`src/rtl/idc_ramp_if.sv`:
```
// Request/status bundle between bias/config logic and idc_ramp_ctrl.
// Latency: none; this file only carries wires.
// Backpressure: req_valid/req_ready handshake. The controller drops req_ready outside IDLE.
//
// Signals:
//   en         master->slave  0 ramps the output to 0 (shutdown)
//   req_valid  master->slave  target code offered
//   req_code   master->slave  target code (N bits, unsigned)
//   req_ready  slave->master  controller can accept a target
//   cur_code   slave->master  code currently applied
//   busy       slave->master  controller not idle
//   done       slave->master  1-cycle pulse: target reached and settled
//   abort      slave->master  1-cycle pulse: shutdown ramp reached 0
//   refnode    master->slave  reference node (carried, never read)
//   outnode    slave->master  output current as a PWL sample
//
// A PWL sample is a fixed-point pair:
//   val_fa       value at the last write, in femtoamps (signed)
//   slope_fa_ns  slope from that write onwards, in femtoamps per nanosecond (signed)
// The value at a time t after the write is val_fa + slope_fa_ns * t[ns].
interface idc_ramp_if #(
   parameter int N = 8
);
   typedef struct packed {
      logic signed [63:0] val_fa;
      logic signed [63:0] slope_fa_ns;
   } pwl_t;

   logic         en;
   logic         req_valid;
   logic [N-1:0] req_code;
   logic         req_ready;
   logic [N-1:0] cur_code;
   logic         busy;
   logic         done;
   logic         abort;
   pwl_t         refnode;
   pwl_t         outnode;

   modport master (
      output en, req_valid, req_code, refnode,
      input  req_ready, cur_code, busy, done, abort, outnode
   );

   modport slave (
      input  en, req_valid, req_code, refnode,
      output req_ready, cur_code, busy, done, abort, outnode
   );
endinterface

```
`src/rtl/idc_ramp_ctrl.sv`:
```
// Soft-start sequencer for a DC bias current source: slews cur_code toward a target in bounded steps.
// Latency: first step lands STEP_DIV cycles after acceptance, one step every STEP_DIV cycles after that.
// Backpressure: req_ready only in IDLE with en high; offers while busy are dropped, nothing is queued.
//
// Ports:
//   clk   rising-edge clock
//   rst   synchronous reset, active-high
//   bus   idc_ramp_if.slave: en, req_valid/req_code/req_ready, cur_code, busy, done, abort,
//         refnode (unused), outnode (value = sign*cur_code*LSB, sign = +1 source, -1 sink)
//
// Build option IDC_SLEW_PWL_EN:
//   undefined: outnode is a staircase; each write carries the new value with slope 0.
//   defined:   each step writes the old value plus a slope that reaches the new value at the
//              next step edge; the slope of the final step is cleared STEP_DIV cycles later.
//   Digital ports and their timing are identical in both builds.
module idc_ramp_ctrl #(
   parameter int  N          = 8,
   parameter real LSB        = 1.0e-6,
   parameter int  is_n       = 1,
   parameter int  STEP       = 4,
   parameter int  STEP_DIV   = 2,
   parameter int  SETTLE_CYC = 3,
   parameter real TCLK       = 1.0e-9
) (
   input  logic      clk,
   input  logic      rst,
   idc_ramp_if.slave bus
);

   localparam int DIV_W = (STEP_DIV > 1) ? $clog2(STEP_DIV) : 1;
   localparam int SET_W = (SETTLE_CYC > 1) ? $clog2(SETTLE_CYC) : 1;

   localparam logic [DIV_W-1:0] DIV_LAST = DIV_W'(STEP_DIV - 1);
   // SETTLE_CYC of 0 and 1 both leave SETTLE after a single cycle
   localparam logic [SET_W-1:0] SET_LAST = SET_W'((SETTLE_CYC > 0) ? SETTLE_CYC - 1 : 0);
   localparam logic [N:0]       STEP_MAX = (N+1)'(STEP);

   // output current per code, in femtoamps
   localparam longint LSB_FA = longint'(LSB * 1.0e15);

`ifdef IDC_SLEW_PWL_EN
   // slope per code of step, spread over one step period: fA per ns
   localparam longint SLOPE_FA_NS = longint'((LSB * 1.0e15) / (real'(STEP_DIV) * TCLK * 1.0e9));
`else
   localparam real unused_tclk = TCLK;
`endif

   localparam logic [1:0] S_IDLE   = 2'd0;
   localparam logic [1:0] S_RAMP   = 2'd1;
   localparam logic [1:0] S_SETTLE = 2'd2;

   logic [1:0]         state;
   logic [N-1:0]       cur;
   logic [N-1:0]       target;
   logic [DIV_W-1:0]   div_cnt;
   logic [SET_W-1:0]   settle_cnt;
   logic               shut;        // current ramp is a shutdown toward 0
   logic               done_q;
   logic               abort_q;
   logic signed [63:0] out_val;
   logic signed [63:0] out_slope;

`ifdef IDC_SLEW_PWL_EN
   logic               hold_pend;   // final segment still sloping, clear it later
   logic [DIV_W-1:0]   hold_cnt;
`endif

   // ------------------------------------------------------------------
   // Step arithmetic in N+1 bits so the distance never wraps; the step is
   // clamped to the distance, so cur_step always lies between cur and target.
   // ------------------------------------------------------------------
   logic [N:0]   cur_x;
   logic [N:0]   tgt_x;
   logic [N:0]   diff;
   logic [N:0]   step_amt;
   logic [N:0]   cur_step;
   logic         up;
   logic         div_wrap;
   logic [N-1:0] next_cur;
   logic [N-1:0] step_cur;
   logic         reach;
   logic         shut_go;
   logic         step_go;

   always_comb begin
      cur_x    = {1'b0, cur};
      tgt_x    = {1'b0, target};
      up       = tgt_x > cur_x;
      diff     = up ? (tgt_x - cur_x) : (cur_x - tgt_x);
      step_amt = (diff < STEP_MAX) ? diff : STEP_MAX;
      cur_step = up ? (cur_x + step_amt) : (cur_x - step_amt);
      next_cur = cur_step[N-1:0];
      div_wrap = (div_cnt == DIV_LAST);
      // code that RAMP would hold after this edge
      step_cur = div_wrap ? next_cur : cur;
      reach    = (step_cur == target);
      // en low starts one shutdown; a ramp already heading to 0 is left alone.
      // In IDLE shut is always clear, so only a non-zero output needs ramping.
      shut_go  = !bus.en && !shut && ((state != S_IDLE) || (cur != '0));
      step_go  = (state == S_RAMP) && !shut_go && div_wrap && (next_cur != cur);
   end

   function automatic logic signed [63:0] code_to_fa(input logic [N-1:0] c);
      logic signed [63:0] mag;
      mag = $signed(64'(c)) * LSB_FA;
      return (is_n != 0) ? mag : -mag;
   endfunction

`ifdef IDC_SLEW_PWL_EN
   logic signed [63:0] slope_mag;
   logic signed [63:0] step_slope;

   always_comb begin
      slope_mag  = $signed(64'(step_amt)) * SLOPE_FA_NS;
      // positive when a source ramps up or a sink ramps down
      step_slope = (up == (is_n != 0)) ? slope_mag : -slope_mag;
   end
`endif

   // ------------------------------------------------------------------
   // Sequencer
   // ------------------------------------------------------------------
   always_ff @(posedge clk) begin
      if (rst) begin
         state      <= S_IDLE;
         cur        <= '0;
         target     <= '0;
         div_cnt    <= '0;
         settle_cnt <= '0;
         shut       <= 1'b0;
         done_q     <= 1'b0;
         abort_q    <= 1'b0;
      end else begin
         done_q  <= 1'b0;
         abort_q <= 1'b0;
         if (shut_go) begin
            // retarget to 0; div_cnt keeps its phase
            target <= '0;
            shut   <= 1'b1;
            state  <= S_RAMP;
         end else begin
            case (state)
               S_IDLE: begin
                  if (bus.en && bus.req_valid) begin
                     target <= bus.req_code;
                     if (bus.req_code == cur) begin
                        state      <= S_SETTLE;
                        settle_cnt <= '0;
                     end else begin
                        state   <= S_RAMP;
                        div_cnt <= '0;
                     end
                  end
               end
               S_RAMP: begin
                  div_cnt <= div_wrap ? '0 : div_cnt + DIV_W'(1);
                  if (div_wrap) begin
                     cur <= next_cur;
                  end
                  if (reach) begin
                     if (shut) begin
                        state   <= S_IDLE;
                        shut    <= 1'b0;
                        abort_q <= 1'b1;
                     end else begin
                        state      <= S_SETTLE;
                        settle_cnt <= '0;
                     end
                  end
               end
               S_SETTLE: begin
                  if (settle_cnt == SET_LAST) begin
                     state  <= S_IDLE;
                     done_q <= 1'b1;
                  end else begin
                     settle_cnt <= settle_cnt + SET_W'(1);
                  end
               end
               default: state <= S_IDLE;
            endcase
         end
      end
   end

   // ------------------------------------------------------------------
   // Output current: written only when cur_code changes (and on reset)
   // ------------------------------------------------------------------
   always_ff @(posedge clk) begin
      if (rst) begin
         out_val   <= '0;
         out_slope <= '0;
`ifdef IDC_SLEW_PWL_EN
         hold_pend <= 1'b0;
         hold_cnt  <= '0;
`endif
      end else if (step_go) begin
`ifdef IDC_SLEW_PWL_EN
         // segment starts at the old value and lands on the new one a step period later
         out_val   <= code_to_fa(cur);
         out_slope <= step_slope;
         hold_pend <= reach;
         hold_cnt  <= '0;
`else
         out_val   <= code_to_fa(next_cur);
         out_slope <= '0;
`endif
      end
`ifdef IDC_SLEW_PWL_EN
      else if (hold_pend) begin
         if (hold_cnt == DIV_LAST) begin
            out_val   <= code_to_fa(cur);
            out_slope <= '0;
            hold_pend <= 1'b0;
         end else begin
            hold_cnt <= hold_cnt + DIV_W'(1);
         end
      end
`endif
   end

   // ------------------------------------------------------------------
   // Outputs
   // ------------------------------------------------------------------
   assign bus.req_ready = (state == S_IDLE) && bus.en && !rst;
   assign bus.cur_code  = cur;
   assign bus.busy      = (state != S_IDLE);
   assign bus.done      = done_q;
   assign bus.abort     = abort_q;
   assign bus.outnode   = {out_val, out_slope};

   // refnode is carried only for port compatibility; cur_step's top bit is always 0
   logic unused_bits;
   assign unused_bits = ^{bus.refnode, cur_step[N]};

endmodule

```
`src/flat_wrapper.sv`:
```
// flat-port wrapper written by rule: the top's interface ports become plain ports
module idc_ramp_ctrl_flat 
#(
   parameter int  N          = 8,
   parameter real LSB        = 1.0e-6,
   parameter int  is_n       = 1,
   parameter int  STEP       = 4,
   parameter int  STEP_DIV   = 2,
   parameter int  SETTLE_CYC = 3,
   parameter real TCLK       = 1.0e-9
)
  (clk, rst, bus_en, bus_req_valid, bus_req_code, bus_refnode, bus_req_ready, bus_cur_code, bus_busy, bus_done, bus_abort, bus_outnode);
  idc_ramp_if #(.N(N)) bus_i ();
  input  logic clk;
  input  logic rst;
  input wire logic [$bits(bus_i.en)-1:0] bus_en;
  input wire logic [$bits(bus_i.req_valid)-1:0] bus_req_valid;
  input wire logic [$bits(bus_i.req_code)-1:0] bus_req_code;
  input wire logic [$bits(bus_i.refnode)-1:0] bus_refnode;
  output wire logic [$bits(bus_i.req_ready)-1:0] bus_req_ready;
  output wire logic [$bits(bus_i.cur_code)-1:0] bus_cur_code;
  output wire logic [$bits(bus_i.busy)-1:0] bus_busy;
  output wire logic [$bits(bus_i.done)-1:0] bus_done;
  output wire logic [$bits(bus_i.abort)-1:0] bus_abort;
  output wire logic [$bits(bus_i.outnode)-1:0] bus_outnode;
  assign bus_i.en = bus_en;
  assign bus_i.req_valid = bus_req_valid;
  assign bus_i.req_code = bus_req_code;
  assign bus_i.refnode = bus_refnode;
  assign bus_req_ready = bus_i.req_ready;
  assign bus_cur_code = bus_i.cur_code;
  assign bus_busy = bus_i.busy;
  assign bus_done = bus_i.done;
  assign bus_abort = bus_i.abort;
  assign bus_outnode = bus_i.outnode;
  idc_ramp_ctrl #(.N(N), .LSB(LSB), .is_n(is_n), .STEP(STEP), .STEP_DIV(STEP_DIV), .SETTLE_CYC(SETTLE_CYC), .TCLK(TCLK)) u_core (.clk(clk), .rst(rst), .bus(bus_i));
endmodule
```
`config.mk`:
```
export PLATFORM = sky130hd
export DESIGN_NAME = idc_ramp_ctrl_flat
export DESIGN_NICKNAME = d
export VERILOG_FILES = /design/src/rtl/idc_ramp_if.sv /design/src/rtl/idc_ramp_ctrl.sv /design/src/flat_wrapper.sv
export SDC_FILE = /design/constraint.sdc
export NUM_CORES = 1
export LEC_CHECK = 0
export ABC_AREA = 1
export BUFFER_PORTS_ARGS = -buffer_cell sky130_fd_sc_hd__buf_2
export CAP_MARGIN = 20
export CORE_MARGIN = 2
export CORE_UTILIZATION = 43
export DETAILED_ROUTE_END_ITERATION = 7
export PLACE_DENSITY = 0.81
export SYNTH_ARGS = -nofsm -noshare
export SYNTH_HDL_FRONTEND = slang
export SYNTH_SLANG_ARGS = --single-unit
```
`constraint.sdc`:
```
create_clock -name clk -period 8.5 [get_ports clk]
set_input_delay 0.425 -clock clk [delete_from_list [all_inputs] [get_ports clk]]
set_output_delay 0.425 -clock clk [all_outputs]
set_load 0.02 [all_outputs]
```
---- Word-level counts from Yosys, hierarchy flattened ----
Index checks and enable logic that the tools add are counted.
word-level totals
  bits in registers ....................... 79
  input bits .............................. 140
  output and inout bits ................... 140
  ROM bits ................................ 0
  memory bits (writable) .................. 0
  latch bits .............................. 0
  word-level logic and storage cells ...... 95
  memories kept ........................... 0
operators by class
  divide/modulo/power cells ............... 0
  mux-type cells .......................... 26
  shift operators ......................... 0
  reductions and logical operators ........ 30
  bitwise logic cells ..................... 4
  equal/unequal tests ..................... 16
  order comparisons ....................... 2
  multipliers ............................. 1
  add/subtract/negate cells ............... 6
operators with widths
  cell                                                    count
  multiplier 8 x 21 -> 29 bit (second input constant)     1
  2-to-1 mux 8 bit                                        3
  2-to-1 mux 2 bit                                        10
  subtractor 8 x 8 -> 9 bit                               2
  == test 8 bit                                           2
  one-hot mux 2 bit (3 select lines)                      2
  < comparator 9 x 3 -> 1 bit (second input constant)     1
  2-to-1 mux 1 bit                                        9
  2-to-1 mux 9 bit                                        1
  inequality test 3 x 1 -> 1 bit (second input constant)  3
  adder 8 bit                                             1
  > comparator 8 bit                                      1
  logical AND 1 bit                                       8
  inequality test 2 x 1 -> 1 bit (second input constant)  4
  inequality test 8 bit                                   1
  nonzero test 2 bit                                      4
  nonzero test 8 bit                                      1
  subtractor 8 bit                                        1
  AND reduction 7 bit                                     1
  inequality test 2 bit (second input constant)           3
  AND reduction 2 bit                                     3
  AND reduction 3 bit                                     2
  == test 2 bit (second input constant)                   2
  zero test 1 bit                                         4
  other kinds (12)                                        15

---- Depth between registers and ports, before layout ----
  depth after elaboration ................. 11
  depth in mapped cells ................... 55
  mapped depth without buffers ............ 54

---- Worst setup path before layout ----
No wires, ideal clock.
  path kind ............................... register to register
  from .................................... register u_core.cur[1], in the netlist u_core.bus.cur_code[1]
  to ...................................... register u_core.out_val[37]
  setup time .............................. 0.137 ns
  arrival time ............................ 7.625 ns
  path slack .............................. 0.738 ns
  data required time ...................... 8.363 ns
  cell stages (with the launch flop) ...... 45
  path through ............................ dfxtp_1 -> inv_1 -> ha_1 -> nand2_1 -> o21ai_0 -> xor2_1 -> a2111oi_0 -> nand4_1 -> nand2_1 -> nand2_1 -> ha_1 -> xor2_1 -> nand2_1 -> nand2_1 -> ha_1 -> a21oi_1 -> nand2_1 -> a31oi_1 -> (+9 left out) -> fa_1 -> inv_1 -> ha_1 -> nand2_1 -> nor2_1 -> and3_1 -> nand4_1 -> nand3_1 -> nand3_1 -> nand2_1 -> nand4_1 -> nand2_1 -> nand2_1 -> nand2_1 -> xor2_1 -> nor2_1 -> a21oi_1 -> nor2_1
between the ends
  cells in the longest elaborated chain, start to end .. 8
  elaborated cells between the ends (all ways) .. 18
RTL lines
  item                                                                                 RTL line              source
  from (decl)                                                                          idc_ramp_ctrl.sv:53   logic [N-1:0] cur;
  from (signal assigned)                                                               idc_ramp_ctrl.sv:158  cur <= next_cur;
  parallel branches: the longest is 8 deep, another holds multiplier 8 x 21 -> 29 bit  n/a
  to (signal assigned)                                                                 idc_ramp_ctrl.sv:204  out_val <= code_to_fa(next_cur);
  to (decl)                                                                            idc_ramp_ctrl.sv:60   logic signed [63:0] out_val;
Several ways; the timed one is not identified.
A chain may end at the register's enable or synchronous reset.

---- Final worst setup path ----
  from .................................... register u_core.cur[0], in the netlist u_core.bus.cur_code[0]
  to ...................................... register u_core.out_val[36]
Same word-level chain as after synthesis.

==> out/results.md <==
| Quantity | Value |
|:---|:---|
| Hold Startpoint | bus_req_code[0] |
| R2R Path Start | u_core.bus.cur_code[0] |
| Horizontal die dimension | 137 um |
| Global route overflow | 0 |
| Number of synthesized flops with an enable pin | 0 |
| Max-cap violations | 0 |
| Crit path setup slack, layout | 0.550 ns |
| Placeable core region | 17200 um2 |
| Mapped cell area | 7550 um2 |
| Via count | 6421 |
| Number of distinct standard cells referenced by the synthesized netlist | 46 |
| Setup CP Type | register to register |
| Cell occurring most often along the worst timing path | sky130_fd_sc_hd__nand2_1 |
| Transition time at the pin with the least slew margin | 0.781 ns |
| Via density | 4.85 |
| Detailed Route WL | 18.2 mm |
| Cell area after layout | 8210 um2 |
| Nature of the critical path endpoint | register |
| Critical-path maximum fanout | 4 |
| Endpoint required time on the critical path | 8.69 ns |
| Top flip-flop cell by instance count after synthesis | sky130_fd_sc_hd__dfxtp_1 |
| Data arrival time at the worst-slack endpoint | 8.14 ns |
| Weighted congestion at the end of routability-driven global placement | 0.923 |
| CTS Root Buffer Type | sky130_fd_sc_hd__clkbuf_16 |
| Cell types occupying the most area after synthesis | sky130_fd_sc_hd__ha_1, sky130_fd_sc_hd__dfxtp_1, sky130_fd_sc_hd__fa_1, sky130_fd_sc_hd__buf_4, sky130_fd_sc_hd__nand2_1 |
| Clock slew at reported path FFs | 0.07 ns |
| Startpoint of the worst setup timing path | u_core.bus.cur_code[0] |
| Sequential element share of the synthesized area | 14.0% |
| Post-detailed-route DRC marker count | 0 |
| Buffer depth of the longest clock path | 2 |
| Number of core rows | 48 |
| Share of the synthesized area in the top cell type | 15.9% |
| Critical-path top delay cell | sky130_fd_sc_hd__fa_1 |
| First-pass GRT wire length | 29.0 mm |
| Total cell area at the placement stage | 7960 um2 |
| Result of the run | completed |
| Post-synth top area cell | sky130_fd_sc_hd__ha_1 |
| Post-route minimum period | 7.95 ns |
| Period utilization | 93.5% |
| Share of layout cells above drive strength 1 | 16.9% |
| Syn avg cell area | 7.50 um2 |
| Insertion delay to the later sink of the worst-skew pair | 0.30 ns |
| Crit path largest cell delay | 0.57 ns |
| Fraction of registers with async set or reset after synthesis | 0% |
| Relative area change from synthesis to final layout | 8.63% |
| Number of cells produced by synthesis | 1007 |
| Largest net degree at the start of global routing | 40 |
| Tightest slew margin relative to the limit | 47.8% |
| Crit start category | register |
| Hold Violations, Final | 0 |
| CTS Sinks | 53 |
| Fill count | 1631 |
| Antenna-violating nets left | 0 |
| Initial antenna violation count | 0 |
| Input/output buffers | 52 |
| Combined global-route utilization of all metal layers | 19.4% |
| Number of synthesized register bits | 53 |
| Half-perimeter wire length of the detailed placement result | 14.7 mm |
| Die boundary height | 137 um |
| Tightest hold margin | 0.421 ns |
| Timing-limited maximum frequency | 126 MHz |
| Worst Hold Class | input port to register |
| DIE AREA | 18600 um2 |
| Maximum level of the CTS H-tree | 2 |
| Inserted Diodes | 0 |
| Total clock buffers created by CTS | 5 |
| Yosys synthesis warning count | 0 |
| CTS tree | yes |
| IO Pins | 280 |
| DRT iter0 DRCs | 372 |
| Via count of the first global-routing pass | 6030 |
| Wire per inst | 13.8 um |
| Number of search-and-repair iterations in the first detailed-routing pass | 6 |
| Final worst clock skew | 0.00701 ns |
| Final setup violation count | 0 |
| Initial core utilization | 43.8% |
| Worst setup timing slack at the placement stage | 0.0883 ns |
| Final Max Slew Viols | 0 |
| Number of hold-repair buffers added at the cts stage | 0 |
| Final layout net count | 1378 |
stage by stage:
stage,std cells,utilization (%),setup TNS [ns]
floorplan,1105,-,0
CTS,1321,47.3,0
global placement,1313,46.2,0
detailed placement,1313,46.2,0
global route,1323,47.6,-0.126
finish,1323,47.6,0
layout by cell type (no fill, tap or decap), types with 9 or more instances in the layout:
| cell type | synthesis | routed |
|---|---|---|
| sky130_fd_sc_hd__fa_1 | 45 | 45 |
| sky130_fd_sc_hd__nand3_2 | 20 | 21 |
| sky130_fd_sc_hd__a21oi_1 | 61 | 61 |
| sky130_fd_sc_hd__xor2_1 | 44 | 44 |
| sky130_fd_sc_hd__nand2_2 | 8 | 9 |
| sky130_fd_sc_hd__a21oi_2 | 22 | 22 |
| sky130_fd_sc_hd__nand4_1 | 21 | 21 |
| sky130_fd_sc_hd__dfxtp_1 | 53 | 53 |
| sky130_fd_sc_hd__nand3_1 | 37 | 36 |
| sky130_fd_sc_hd__ha_1 | 96 | 95 |
| sky130_fd_sc_hd__o21ai_0 | 32 | 31 |
| sky130_fd_sc_hd__buf_2 | 3 | 52 |
| sky130_fd_sc_hd__nor2_1 | 40 | 38 |
| sky130_fd_sc_hd__buf_4 | 104 | 56 |
| sky130_fd_sc_hd__inv_1 | 169 | 168 |
| sky130_fd_sc_hd__nand2_1 | 182 | 181 |
| sky130_fd_sc_hd__conb_1 | 1 | 99 |
critical path: cells and delay by family (launching register included):
| family | cells | cell delay, ns |
|---|---|---|
| AO/OA/AOI/OAI | 6 | 1.17 |
| buffers and inverters | 7 | 0.67 |
| AND/OR/NAND/NOR | 22 | 2.35 |
| XOR/XNOR | 2 | 0.31 |
| adder cells (fa/ha/maj) | 8 | 3.04 |
| flip-flops | 1 | 0.32 |
state kept, by name (all words and copies together), names as in the netlist:
register	cells
u_core.settle_cnt	2
u_core.state	2
u_core.div_cnt	1
u_core.shut	1
u_core.out_val	29
u_core.target	8
u_core.bus.abort	1
u_core.bus.cur_code	8
u_core.bus.done	1
kinds of logic (layout without fill, tap and decap cells):
group,after synthesis,in the layout,synth area share (%)
flip-flops,53,53,14.0
buffers and inverters,295,288,20.7
XOR/XNOR,49,49,5.68
AND/OR/NAND/NOR,327,327,20.3
AO/OA/AOI/OAI,140,140,11.3
multiplexers,1,1,0.132
other,1,99,0.0496
adder cells (fa/ha/maj),141,141,27.8
final cells by class:
cell class	instances	area [um2]	share of cell area (%)
Sequential cell	53	1060	12.9
Tap cell	225	282	3.43
Multi-Input combinational cell	757	5350	65.1
Inverter	172	648	7.90
Clock buffer	5	125	1.52
Clock inverter	3	65.1	0.793
Timing Repair Buffer	108	681	8.29
Yosys cell counts (2+ instances only):
master and n:
sky130_fd_sc_hd__nand3_2 20, sky130_fd_sc_hd__o211ai_1 5, sky130_fd_sc_hd__nand4_1 21, sky130_fd_sc_hd__nor2_1 40, sky130_fd_sc_hd__buf_12 2, sky130_fd_sc_hd__o2111ai_1 2, sky130_fd_sc_hd__inv_1 169, sky130_fd_sc_hd__nand3b_1 2
sky130_fd_sc_hd__a21oi_1 61, sky130_fd_sc_hd__and3_1 2, sky130_fd_sc_hd__nand2_1 182, sky130_fd_sc_hd__a21boi_0 2, sky130_fd_sc_hd__dfxtp_1 53, sky130_fd_sc_hd__clkbuf_1 9, sky130_fd_sc_hd__buf_2 3, sky130_fd_sc_hd__ha_1 96
sky130_fd_sc_hd__buf_4 104, sky130_fd_sc_hd__fa_1 45, sky130_fd_sc_hd__nor3_1 5, sky130_fd_sc_hd__xor2_1 44, sky130_fd_sc_hd__o21ai_0 32, sky130_fd_sc_hd__a31o_2 2, sky130_fd_sc_hd__nor2_4 2, sky130_fd_sc_hd__nand3_1 37
sky130_fd_sc_hd__buf_6 3, sky130_fd_sc_hd__nand2_2 8, sky130_fd_sc_hd__a21o_1 4, sky130_fd_sc_hd__a211oi_1 5, sky130_fd_sc_hd__a21oi_2 22, sky130_fd_sc_hd__xnor2_1 5, sky130_fd_sc_hd__or2_2 3, sky130_fd_sc_hd__nor4_1 3
final timing paths:
kind / end / slack, ns / cells after the start
max: u_core.out_val[36] / 0.55 / 45
min: u_core.target[0] / 0.42 / 3
max reg2reg: u_core.out_val[36] / 0.55 / 45
min reg2reg: u_core.out_val[27] / 0.46 / 2
timing repair:
item / in CTS / in global routing
buffers inserted: 0 / 2
endpoints found under the setup margin: 0 / 11
resized for setup: 0 / 12
routing by layer:
layer	track usage, %	up-vias	wire length (um)
li1	-	3202	-
met1	24.7	2975	7830
met2	34.1	211	9180
met3	2.44	33	831
met4	5.61	0	361
met5	0	-	0
Power is left out: the tool's default activity adds up to more than one toggle a clock period on the data nets, which glitch-free logic cannot reach.
